### src/rtl/axil2iob_pkg.sv
// Shared types and constants for the AXI4-Lite to native (IOb) bus bridge.
package axil2iob_pkg;

  typedef enum logic [2:0] {
    IDLE    = 3'd0,
    WR_REQ  = 3'd1,
    RD_REQ  = 3'd2,
    WR_RESP = 3'd3,
    RD_RESP = 3'd4
  } state_t;

  localparam logic [1:0] AXI_RESP_OKAY   = 2'b00;
  localparam logic [1:0] AXI_RESP_SLVERR = 2'b10;

endpackage

### src/rtl/axil2iob_timer.sv
// Native request timeout counter; saturates at all-ones until cleared.
module axil2iob_timer #(
  parameter int unsigned TIMEOUT_W = 8
) (
  input  logic clk,
  input  logic rst,
  input  logic clear,
  input  logic en,
  output logic expired
);

  logic [TIMEOUT_W-1:0] cnt_q;

  always_ff @(posedge clk) begin
    if (rst) begin
      cnt_q <= '0;
    end else if (clear) begin
      cnt_q <= '0;
    end else if (en && !expired) begin
      cnt_q <= cnt_q + TIMEOUT_W'(1);
    end
  end

  assign expired = &cnt_q;

endmodule

### src/rtl/axil2iob.sv
// AXI4-Lite slave that turns each transaction into one native (IOb) request.
// Optional request timeout with SLVERR response: define AXIL2IOB_TIMEOUT_EN.
module axil2iob
  import axil2iob_pkg::*;
#(
  parameter int unsigned ADDR_W    = 32,
  parameter int unsigned DATA_W    = 32,
  parameter int unsigned TIMEOUT_W = 8
) (
  input  logic                clk,
  input  logic                rst,
  input  logic [ADDR_W-1:0]   S_AXI_AWADDR,
  input  logic [2:0]          S_AXI_AWPROT,
  input  logic                S_AXI_AWVALID,
  output logic                S_AXI_AWREADY,
  input  logic [DATA_W-1:0]   S_AXI_WDATA,
  input  logic [DATA_W/8-1:0] S_AXI_WSTRB,
  input  logic                S_AXI_WVALID,
  output logic                S_AXI_WREADY,
  output logic [1:0]          S_AXI_BRESP,
  output logic                S_AXI_BVALID,
  input  logic                S_AXI_BREADY,
  input  logic [ADDR_W-1:0]   S_AXI_ARADDR,
  input  logic [2:0]          S_AXI_ARPROT,
  input  logic                S_AXI_ARVALID,
  output logic                S_AXI_ARREADY,
  output logic [DATA_W-1:0]   S_AXI_RDATA,
  output logic [1:0]          S_AXI_RRESP,
  output logic                S_AXI_RVALID,
  input  logic                S_AXI_RREADY,
  output logic                valid,
  output logic [ADDR_W-1:0]   addr,
  output logic [DATA_W-1:0]   wdata,
  output logic [DATA_W/8-1:0] wstrb,
  input  logic [DATA_W-1:0]   rdata,
  input  logic                ready
);

  localparam int unsigned STRB_W = DATA_W / 8;

  state_t              state_q, state_d;
  logic                aw_held_q, aw_held_d;
  logic                w_held_q, w_held_d;
  logic                last_rd_q, last_rd_d;
  logic [ADDR_W-1:0]   aw_addr_q, aw_addr_d;
  logic [DATA_W-1:0]   w_data_q, w_data_d;
  logic [STRB_W-1:0]   w_strb_q, w_strb_d;

  logic                valid_d;
  logic [ADDR_W-1:0]   addr_d;
  logic [DATA_W-1:0]   wdata_d;
  logic [STRB_W-1:0]   wstrb_d;
  logic                bvalid_d, rvalid_d;
  logic [1:0]          bresp_d, rresp_d;
  logic [DATA_W-1:0]   rdata_d;

  logic aw_hs_c, w_hs_c, ar_hs_c, wr_pend_c, wr_go_c;
  logic timer_clear_c, timeout_c;
  logic unused_c;

  // Handshake and arbitration terms: a write wins a tie only after a read.
  assign S_AXI_AWREADY = (state_q == IDLE) && !aw_held_q;
  assign S_AXI_WREADY  = (state_q == IDLE) && !w_held_q;
  assign aw_hs_c       = S_AXI_AWVALID && S_AXI_AWREADY;
  assign w_hs_c        = S_AXI_WVALID && S_AXI_WREADY;
  assign wr_pend_c     = (aw_held_q || aw_hs_c) && (w_held_q || w_hs_c);
  assign wr_go_c       = (state_q == IDLE) && wr_pend_c && (!S_AXI_ARVALID || last_rd_q);
  assign S_AXI_ARREADY = (state_q == IDLE) && !wr_go_c;
  assign ar_hs_c       = S_AXI_ARVALID && S_AXI_ARREADY;

`ifdef AXIL2IOB_TIMEOUT_EN
  axil2iob_timer #(
    .TIMEOUT_W (TIMEOUT_W)
  ) u_timer (
    .clk     (clk),
    .rst     (rst),
    .clear   (timer_clear_c),
    .en      (valid),
    .expired (timeout_c)
  );
  assign unused_c = ^{S_AXI_AWPROT, S_AXI_ARPROT};
`else
  localparam int unsigned UNUSED_TIMEOUT_W = TIMEOUT_W;
  assign timeout_c = 1'b0;
  assign unused_c  = ^{S_AXI_AWPROT, S_AXI_ARPROT, timer_clear_c};
`endif

  always_ff @(posedge clk) begin
    if (rst) begin
      state_q      <= IDLE;
      aw_held_q    <= 1'b0;
      w_held_q     <= 1'b0;
      last_rd_q    <= 1'b1;
      aw_addr_q    <= '0;
      w_data_q     <= '0;
      w_strb_q     <= '0;
      valid        <= 1'b0;
      addr         <= '0;
      wdata        <= '0;
      wstrb        <= '0;
      S_AXI_BVALID <= 1'b0;
      S_AXI_BRESP  <= AXI_RESP_OKAY;
      S_AXI_RVALID <= 1'b0;
      S_AXI_RRESP  <= AXI_RESP_OKAY;
      S_AXI_RDATA  <= '0;
    end else begin
      state_q      <= state_d;
      aw_held_q    <= aw_held_d;
      w_held_q     <= w_held_d;
      last_rd_q    <= last_rd_d;
      aw_addr_q    <= aw_addr_d;
      w_data_q     <= w_data_d;
      w_strb_q     <= w_strb_d;
      valid        <= valid_d;
      addr         <= addr_d;
      wdata        <= wdata_d;
      wstrb        <= wstrb_d;
      S_AXI_BVALID <= bvalid_d;
      S_AXI_BRESP  <= bresp_d;
      S_AXI_RVALID <= rvalid_d;
      S_AXI_RRESP  <= rresp_d;
      S_AXI_RDATA  <= rdata_d;
    end
  end

  // Next-state and next-output logic.
  always_comb begin
    state_d       = state_q;
    aw_held_d     = aw_held_q;
    w_held_d      = w_held_q;
    last_rd_d     = last_rd_q;
    aw_addr_d     = aw_addr_q;
    w_data_d      = w_data_q;
    w_strb_d      = w_strb_q;
    valid_d       = valid;
    addr_d        = addr;
    wdata_d       = wdata;
    wstrb_d       = wstrb;
    bvalid_d      = S_AXI_BVALID;
    bresp_d       = S_AXI_BRESP;
    rvalid_d      = S_AXI_RVALID;
    rresp_d       = S_AXI_RRESP;
    rdata_d       = S_AXI_RDATA;
    timer_clear_c = 1'b0;

    if (aw_hs_c) begin
      aw_held_d = 1'b1;
      aw_addr_d = S_AXI_AWADDR;
    end
    if (w_hs_c) begin
      w_held_d = 1'b1;
      w_data_d = S_AXI_WDATA;
      w_strb_d = S_AXI_WSTRB;
    end

    case (state_q)
      IDLE: begin
        if (wr_go_c) begin
          // Same-cycle handshakes bypass the holding registers.
          state_d       = WR_REQ;
          valid_d       = 1'b1;
          addr_d        = aw_held_q ? aw_addr_q : S_AXI_AWADDR;
          wdata_d       = w_held_q ? w_data_q : S_AXI_WDATA;
          wstrb_d       = w_held_q ? w_strb_q : S_AXI_WSTRB;
          timer_clear_c = 1'b1;
        end else if (ar_hs_c) begin
          state_d       = RD_REQ;
          valid_d       = 1'b1;
          addr_d        = S_AXI_ARADDR;
          wstrb_d       = '0;
          timer_clear_c = 1'b1;
        end
      end
      WR_REQ: begin
        if (valid && (ready || timeout_c)) begin
          state_d   = WR_RESP;
          valid_d   = 1'b0;
          bvalid_d  = 1'b1;
          bresp_d   = ready ? AXI_RESP_OKAY : AXI_RESP_SLVERR;
          aw_held_d = 1'b0;
          w_held_d  = 1'b0;
          last_rd_d = 1'b0;
        end
      end
      RD_REQ: begin
        if (valid && (ready || timeout_c)) begin
          state_d   = RD_RESP;
          valid_d   = 1'b0;
          rvalid_d  = 1'b1;
          rresp_d   = ready ? AXI_RESP_OKAY : AXI_RESP_SLVERR;
          rdata_d   = ready ? rdata : '0;
          last_rd_d = 1'b1;
        end
      end
      WR_RESP: begin
        if (S_AXI_BREADY) begin
          state_d  = IDLE;
          bvalid_d = 1'b0;
        end
      end
      RD_RESP: begin
        if (S_AXI_RREADY) begin
          state_d  = IDLE;
          rvalid_d = 1'b0;
        end
      end
      default: state_d = IDLE;
    endcase
  end

endmodule
### config.mk
export PLATFORM = sky130hd
export DESIGN_NAME = axil2iob
export DESIGN_NICKNAME = d
export VERILOG_FILES = /design/src/rtl/axil2iob_pkg.sv /design/src/rtl/axil2iob_timer.sv /design/src/rtl/axil2iob.sv
export SDC_FILE = /design/constraint.sdc
export NUM_CORES = 1
export LEC_CHECK = 0
export BUFFER_PORTS_ARGS = -buffer_cell sky130_fd_sc_hd__buf_2
export CORE_MARGIN = 3
export CORE_UTILIZATION = 46
export CTS_BUF_LIST = sky130_fd_sc_hd__clkbuf_8
export CTS_CLUSTER_SIZE = 14
export DETAILED_ROUTE_END_ITERATION = 10
export PLACE_DENSITY = 0.74
export SYNTH_ARGS = -nofsm -noshare
export SYNTH_HDL_FRONTEND = slang
export SYNTH_SLANG_ARGS = --single-unit
### constraint.sdc
create_clock -name clk -period 2.8 [get_ports clk]
set_clock_uncertainty 0.2 [all_clocks]
set_input_delay 0.14 -clock clk [delete_from_list [all_inputs] [get_ports clk]]
set_output_delay 0.14 -clock clk [all_outputs]
set_load 0.01 [all_outputs]
Yosys cells after proc, flatten, opt, wreduce, memory -nomap -nowiden
Index checks and enable logic that the tools add are counted.
- div/mod/pow operators: 0
- equality and inequality tests: 10
- multiplexer cells: 32
- reductions and logical operators: 33
- $add $sub $neg: 0
- magnitude comparators: 0
- shifts and indexed selects: 0
- bitwise logic cells: 0
- $mul: 0
- operators by type and width (cell ; count):
    $mux 32 ; 5
    $mux 3 ; 6
    $pmux 3 s5 ; 1
    $mux 1 ; 12
    $mux 4 ; 3
    $reduce_and 3->1 ; 4
    $logic_and 1x1->1 ; 10
    $reduce_bool 2->1 ; 5
    $ne 2x2->1 const B ; 4
    $pmux 1 s2 ; 4
    $reduce_and 2->1 ; 4
    $eq 3x2->1 const B ; 2
    $reduce_and 5->1 ; 1
    $logic_not 1->1 ; 4
    $eq 3x1->1 const B ; 1
    $eq 3x3->1 const B ; 1
    $logic_not 3->1 ; 1
    $logic_or 1x1->1 ; 3
    $ne 3x3->1 const B ; 1
    $mux 2 ; 1
    $ne 2x1->1 const B ; 1
    $reduce_or 2->1 ; 1
- bits in writable memories: 0
- memory bits (read-only): 0
- latch bits: 0
- memories: 0
- register bits after elaboration: 181
- output and inout port bits: 110

Depth between registers and ports, before layout
Gate-level depths: netlist of run 1.
- word-level depth: 13
- depth in mapped cells: 7
- depth with buffers taken out: 4

Least setup slack after synthesis of run 1
Ideal clock, no wire load.
- path kind: register -> register
- start point: register state_q[0]
- end point: register w_data_q[1]
- cell stages (with the launch flop): 7
- slack: 825 ps
- data required time: 2468 ps
- arrival time: 1643 ps
- period minus slack after synthesis: 1975 ps
- cell sequence: dfxtp_1 buf_2 nor4_1 nand2_1 clkbuf_1 nand2_1 a21oi_1
- word-level cells in the longest chain between the ends: 3
- RTL lines (item ; line ; text):
    from (decl) ; axil2iob.sv:41 ; state_t state_q, state_d;
    from (signal assigned) ; axil2iob.sv:107 ; state_q <= state_d;
    $logic_not 3->1 ; axil2iob.sv:63 ; assign S_AXI_WREADY = (state_q == IDLE) && !w_held_q;
    $logic_and 1x1->1 ; axil2iob.sv:63 ;
    net S_AXI_WREADY ; axil2iob.sv:19 ; output logic S_AXI_WREADY,
    $logic_and 1x1->1 ; axil2iob.sv:65 ; assign w_hs_c = S_AXI_WVALID && S_AXI_WREADY;
    to (signal assigned) ; axil2iob.sv:112 ; w_data_q <= w_data_d;
    to (decl) ; axil2iob.sv:46 ; logic [DATA_W-1:0] w_data_q, w_data_d;
The timed path passes the listed nets, and every way through them passes these cells.
A chain may end at the register's enable or synchronous reset.

Final worst setup path of run 1
- start point: register state_q[0]
- end point: output S_AXI_ARREADY
- word-level cells in the longest chain between the ends: 9
- elaborated cells between the ends (all ways): 12
- classes of those cells: reduce/logical (12)
- RTL lines (item ; line ; text):
    $logic_not 3->1 * ; -- ;
    $logic_and 1x1->1 (on tied branches) ; axil2iob.sv:62, axil2iob.sv:63 ;
    $logic_and 1x1->1 (on tied branches) ; axil2iob.sv:64, axil2iob.sv:65 ;
    $logic_or 1x1->1 ; axil2iob.sv:66 ; assign wr_pend_c = (aw_held_q || aw_hs_c) && (w_held_q || w_hs_c);
    $logic_and 1x1->1 ; axil2iob.sv:66 ;
    $logic_and 1x1->1 (2 in a row) ; axil2iob.sv:67 ; assign wr_go_c = (state_q == IDLE) && wr_pend_c && (!S_AXI_ARVALID || last_rd_q);
    $logic_not 1->1 ; axil2iob.sv:68 ; assign S_AXI_ARREADY = (state_q == IDLE) && !wr_go_c;
    $logic_and 1x1->1 * ; axil2iob.sv:68 ;
    to (decl) ; axil2iob.sv:26 ; output logic S_AXI_ARREADY,
Every way passes the cells marked *; elsewhere a longest branch is shown, timed or not.

==> results.md, run 1 <==
* Max frequency at 443 MHz
* CTS root buffer: clkbuf_8
* Clk sinks at 179
* Yosys top cell by area: dfxtp_1
* Hold Slack at 26.6 ps
* Critical path endpoint category: output pin
* Fin nets at 1348
* WHS Endpoint: S_AXI_RVALID
* FP Rows at 45
* Worst Hold Depth at 2
* CTS tree: done
* Total Routing Usage GR at 0.238
* Worst path slowest cell: nor3_1
* First-pass GRT wire length at 34700 um
* CP max stage delay at 520 ps
* Worst setup SP type: flip-flop
* RSZ-0062 raised after global routing: false
* Total of max-cap violations at 0
* Tot Pwr at 7.88 mW
* Critical Path RT at 2460 ps
* Via count at 7240
* Worst R2R Path Depth at 4
* CP Cell Sequence: buf_4, nor3_1, and2_1, buf_2
* Worst reg-to-reg setup slack at 560 ps
* Slew Limit Fails at 0
* Total wire length at 21400 um
* Cells after Synth at 853
* Worst path arrival time at 1920 ps
* Met3 WL post-DR at 1280 um
* Placed wire-length estimate at 12600 um
* Top_reg_cell synth: dfxtp_1
* Ys async rst share at 0
* Antenna violations before repair at 0
* Clock Pin Slew Worst Setup and Hold Paths at 80 ps
* Die H at 133 um
* Cell Area, Synth at 0.00742 mm^2
* CP Max Fanout at 11
* RD Place Congestion at 0.743
* Area of the multi-input gates at 0.00351 mm^2
* Crit share post-route at 0.806
* RR Startpoint: valid
* Final hold violation count at 0
* Routed wire per std cell at 15.0 um
* Number of DRC markers in iteration 0 at 455
* Starting density of the core at 0.479
* Sw power at 2.78 mW
* Port buffer count at 247
* Distinct cells, synth at 39
* Core area at 0.0155 mm^2
* N_diodes at 0
* Crit path kind: flip-flop to output pin
* Drt via density at 5.08
* Register area share after synthesis at 0.483
* Comb pwr share at 0.363
* Ports at 256
* # H-tree levels at 4
* Vias in the first global route at 7217
* Clk_lat worst skew at 450 ps
* Worst setup margin at 542 ps
* FF/Latch Area at 0.00359 mm^2
* Peak VDD IR at 0.000376 V
* Met2 WL post-DR at 10700 um
* Total CTS buffers at 17
* Fillcell total at 1186
* Fin crit period at 2260 ps
* DR pass1 iterations at 8
* Cell Int Power at 5.10 mW
* LEAKAGE at 4.46 nW
* Pwr dens at 749 mW/mm^2
* Seq cells post-synth at 179
* Least-Margin Pin Slew at 733 ps
* Setup-failing EPs final at 0
* Yosys warns at 0
* Die area at 0.0177 mm^2
* Maximum root-to-sink buffer count at 2
* Status: complete, no violations
* Overflow after GRT at 0
* Place WS at 623 ps
* Die Span X at 133 um
* Worst Hold Class: input port to flip-flop
* Main area contributors after synthesis: dfxtp_1, nand2_1, mux2i_1
* Detailed-route DRC error count at 0
* Largest net degree at the start of global routing at 71
* Post-Syn Area per Cell at 8.69 um^2
* Synth top area share at 0.483
* Highest metal used: met4
* Metal-1 WL at 8900 um
* Seq pwr share at 0.419
* HP Start: rst
* Reg2reg end: S_AXI_RDATA[31]
* Commonest non-fill, non-tap cell in the layout: buf_2
* Clk pwr share at 0.218
* Setup TNS Final at 0 ps
* Routed Antenna Nets at 0
* Layout area overhead at 41.9%
* Most frequent cells in the layout: buf_2, nand2_1, dfxtp_1
* Slew Limit Headroom at 0.512
* Switching share of total power at 0.352
* EDFF count, synth at 0
* Share of cells above drive strength 1 at 0.298
worst max-delay path by stage:
stage               slack [ps]       start         endpoint
floorplan                  830  state_q[0]      w_data_q[1]
global placement           660       valid  S_AXI_RDATA[15]
detailed placement         620       valid  S_AXI_RDATA[31]
CTS                        490  state_q[0]    S_AXI_ARREADY
global route               360  state_q[0]    S_AXI_ARREADY
finish                     540  state_q[0]    S_AXI_ARREADY
stage by stage:
stage / utilization / std cells / cell area [um^2]
6_report: 0.680 / 1426 / 10500
5_1_grt: 0.680 / 1426 / 10500
4_1_cts: 0.680 / 1426 / 10500
3_5_place_dp: 0.566 / 1257 / 8770
3_3_place_gp: 0.566 / 1257 / 8770
2_1_floorplan: - / 854 / 7420
cells in the mapped netlist (2+ instances only):
cell type,count
a211oi_1,9
a211oi_2,24
a21o_1,2
a21oi_1,108
a22oi_1,4
a32o_1,32
and2_1,2
buf_1,4
buf_2,23
buf_4,6
buf_6,2
clkbuf_1,36
dfxtp_1,179
inv_1,4
mux2_2,4
mux2i_1,64
nand2_1,239
nand3_1,2
nand3b_1,3
nor2_1,48
nor3_1,4
nor3b_1,2
nor4_1,2
o21ai_0,2
o21bai_1,2
or2_2,33
cell type report:
class                   count  share of cell area
inverters                   4             0.00143
flip-flops and latches    179               0.341
well taps                 211              0.0251
multi-input cells         600               0.333
repair buffers            400               0.263
clock inverters            13              0.0114
clock buffers              19              0.0248
state kept, by name, summed over array words and instances (netlist names), 3 cells and up:
register / cells
S_AXI_RDATA: 32
addr: 32
aw_addr_q: 32
state_q: 3
w_data_q: 32
w_strb_q: 4
wdata: 32
wstrb: 4
power groups by stage:
| stage | clock network (mW) | registers, mW | logic (mW) |
|---|---|---|---|
| finish | 1.72 | 3.30 | 2.86 |
| floorplan | 0 | 3.46 | 1.75 |
| global route | 1.86 | 3.36 | 3.15 |
| detailed placement | 0 | 3.35 | 2.69 |
| global placement | 0 | 3.32 | 2.65 |
| CTS | 1.76 | 3.29 | 2.85 |
cell families (layout without fill, tap and decap cells):
logic type | after synthesis | in the layout | share of synthesized area
multiplexers | 68 | 68 | 0.0925
flip-flops | 179 | 179 | 0.483
other | 1 | 2 | 0.000506
AND/OR/NAND/NOR | 341 | 341 | 0.195
AO/OA/AOI/OAI | 188 | 188 | 0.181
XOR/XNOR | 1 | 1 | 0.00118
buffers and inverters | 75 | 436 | 0.0469
worst max-delay path, delay by kind of cell (launching register included):
family	cells	cell delay [ps]
flip-flops	1	390
buffers and inverters	2	360
AND/OR/NAND/NOR	2	730
repair_timing:
item                      CTS  global route
resized for setup           0             0
hold buffers              137             0
setup buffers               0             0
hold endpoints to repair  176             0
layer usage:
layer  track usage  up-vias
met4         0.100        0
met2         0.412      235
met5             0        -
li1              -     3606
met1         0.277     3353
met3        0.0650       46
Power figures use the tool's default switching activity.
==> run 2, diff against run 1 <==
PLACE_DENSITY = 0.77   (was 0.74)
clock period = 1.9 ns   (was 2.8 ns; I/O delays follow)
==> results.md, run 2 (same netlist as run 1, synthesis figures left out) <==
* Port buffer count at 247
* Max frequency at 519 MHz
* CTS tree: done
* Critical Path RT at 2100 ps
* Largest net degree at the start of global routing at 58
* Setup-failing EPs final at 8
* CP Max Fanout at 7
* # H-tree levels at 4
* Worst R2R Path Depth at 7
* Clk sinks at 179
* Crit path kind: flip-flop to flip-flop
* CP Cell Sequence: or3_4, nor3_4, buf_12, buf_6, buf_8, or2_2, a32o_1
* Antenna violations before repair at 1
* Placed wire-length estimate at 13300 um
* Core area at 0.0155 mm^2
* Critical path endpoint category: flip-flop
* Overflow after GRT at 0
* Total CTS buffers at 17
* DR pass1 iterations at 7
* Crit share post-route at 1.01
* Worst setup SP type: flip-flop
* Status: complete, but fails checks
* Pwr dens at 1140 mW/mm^2
* LEAKAGE at 4.83 nW
* Share of cells above drive strength 1 at 0.337
* Fin nets at 1395
* Worst reg-to-reg setup slack at -30 ps
* Reg2reg end: addr[23]
* Slew Limit Fails at 0
* Critical Path Stages at 7
* Most frequent cells in the layout: buf_2, nand2_1, dfxtp_1
* Worst setup margin at -27.8 ps
* Ports at 256
* RR Startpoint: state_q[2]
* Die area at 0.0177 mm^2
* Via count at 7787
* Buf/Inv on CP at 3
* Total of max-cap violations at 0
* Vias in the first global route at 7548
* Fin crit period at 1930 ps
* RD Place Congestion at 0.756
* HP Start: rdata[4]
* Total wire length at 24600 um
* Worst path slowest cell: or3_4
* Drt via density at 5.28
* Routed wire per std cell at 16.7 um
* CTS root buffer: clkbuf_8
* Worst Hold Class: input port to flip-flop
* Starting density of the core at 0.479
* Worst Hold Depth at 4
* Routed Antenna Nets at 0
* CP top delay family: simple AND/OR/NAND/NOR gates
* Clk_lat worst skew at 470 ps
* Place WS at -22.8 ps
* Total Routing Usage GR at 0.250
* CP max stage delay at 400 ps
* Commonest non-fill, non-tap cell in the layout: buf_2
* Die Span X at 133 um
* Layout area overhead at 52.6%
* Worst path arrival time at 2130 ps
* Final core utilization at 0.731
* Number of DRC markers in iteration 0 at 385
* Final hold violation count at 0
* Failing checks: setup timing
* Die H at 133 um
* WHS Endpoint: S_AXI_RDATA[4]
* RSZ-0062 raised after global routing: true
* FP Rows at 45
* First-pass GRT wire length at 36300 um
* Maximum root-to-sink buffer count at 2
* Detailed-route DRC error count at 0
* Peak VDD IR at 0.000796 V
* Clock Pin Slew Worst Setup and Hold Paths at 90 ps
run 2: changes by cell type in the layout (fill, tap and decap cells not counted), sizes merged:
cell,previous run,this run
bufinv,2,3
dlygate4sd3,137,139
clkbuf,19,23
clkinv,6,3
diode,0,1
clkinvlp,1,2
inv,8,10
buf,263,303
run 2: worst max path at each step:
stage | startpoint | to | slack [ps]
6_report | state_q[2] | addr[23] | -30
5_1_grt | state_q[2] | aw_addr_q[0] | -80
4_1_cts | aw_held_q | S_AXI_AWREADY | -30
3_5_place_dp | state_q[2] | wdata[9] | -20
3_3_place_gp | state_q[2] | wdata[11] | 20
2_1_floorplan | valid | S_AXI_RDATA[24] | 0.9
run 2: per-stage QoR:
stage	hold WS [ps]	cell area (um^2)	setup TNS [ps]	power, mW	instances
after detailed placement	142	9090	-93.1	9.28	1280
after global placement	134	9090	0	9.17	1280
after global routing	197	11300	-2680	13.7	1474
final	209	11300	-106	13.0	1474
after floorplan	31.0	7430	0	7.67	854
after CTS	177	10900	-36.4	12.3	1451
run 2: worst register-to-register path: stages, from the launching register on:
cell     delay, ps
dfxtp_1        320
or3_4          400
nor3_4         200
buf_12         160
buf_6          130
buf_8          140
or2_2          130
a32o_1         170
run 2: power breakdown:
group,switching [mW],internal (mW),leakage [nW]
Sequential,0.380,4.48,1.46
Clock,1.41,1.33,0.214
Combinational,2.77,2.59,3.16
run 2: repair_timing:
item                                    in CTS  in global routing
gates cloned                                 0                  8
hold buffers                               139                  0
hold endpoints to repair                   179                  0
gates resized for setup                      9                 30
pin swaps                                    1                  3
endpoints found under the setup margin      25                 82
buffers inserted                             0                 14
run 2: layout make-up:
| class | count | area (um^2) |
|---|---|---|
| diodes | 1 | 2.50 |
| clock buffers | 18 | 248 |
| inverters | 4 | 15.0 |
| fillers | 1033 | 4160 |
| well taps | 211 | 264 |
| repair buffers | 447 | 3440 |
| flip-flops and latches | 179 | 3590 |
| multi-input cells | 600 | 3600 |
| clock inverters | 14 | 161 |
run 2: routing by layer:
metal	global-route usage	wire length, um
met1	0.272	9220
met2	0.442	12500
met3	0.0726	1860
met4	0.125	1080
met5	0	0
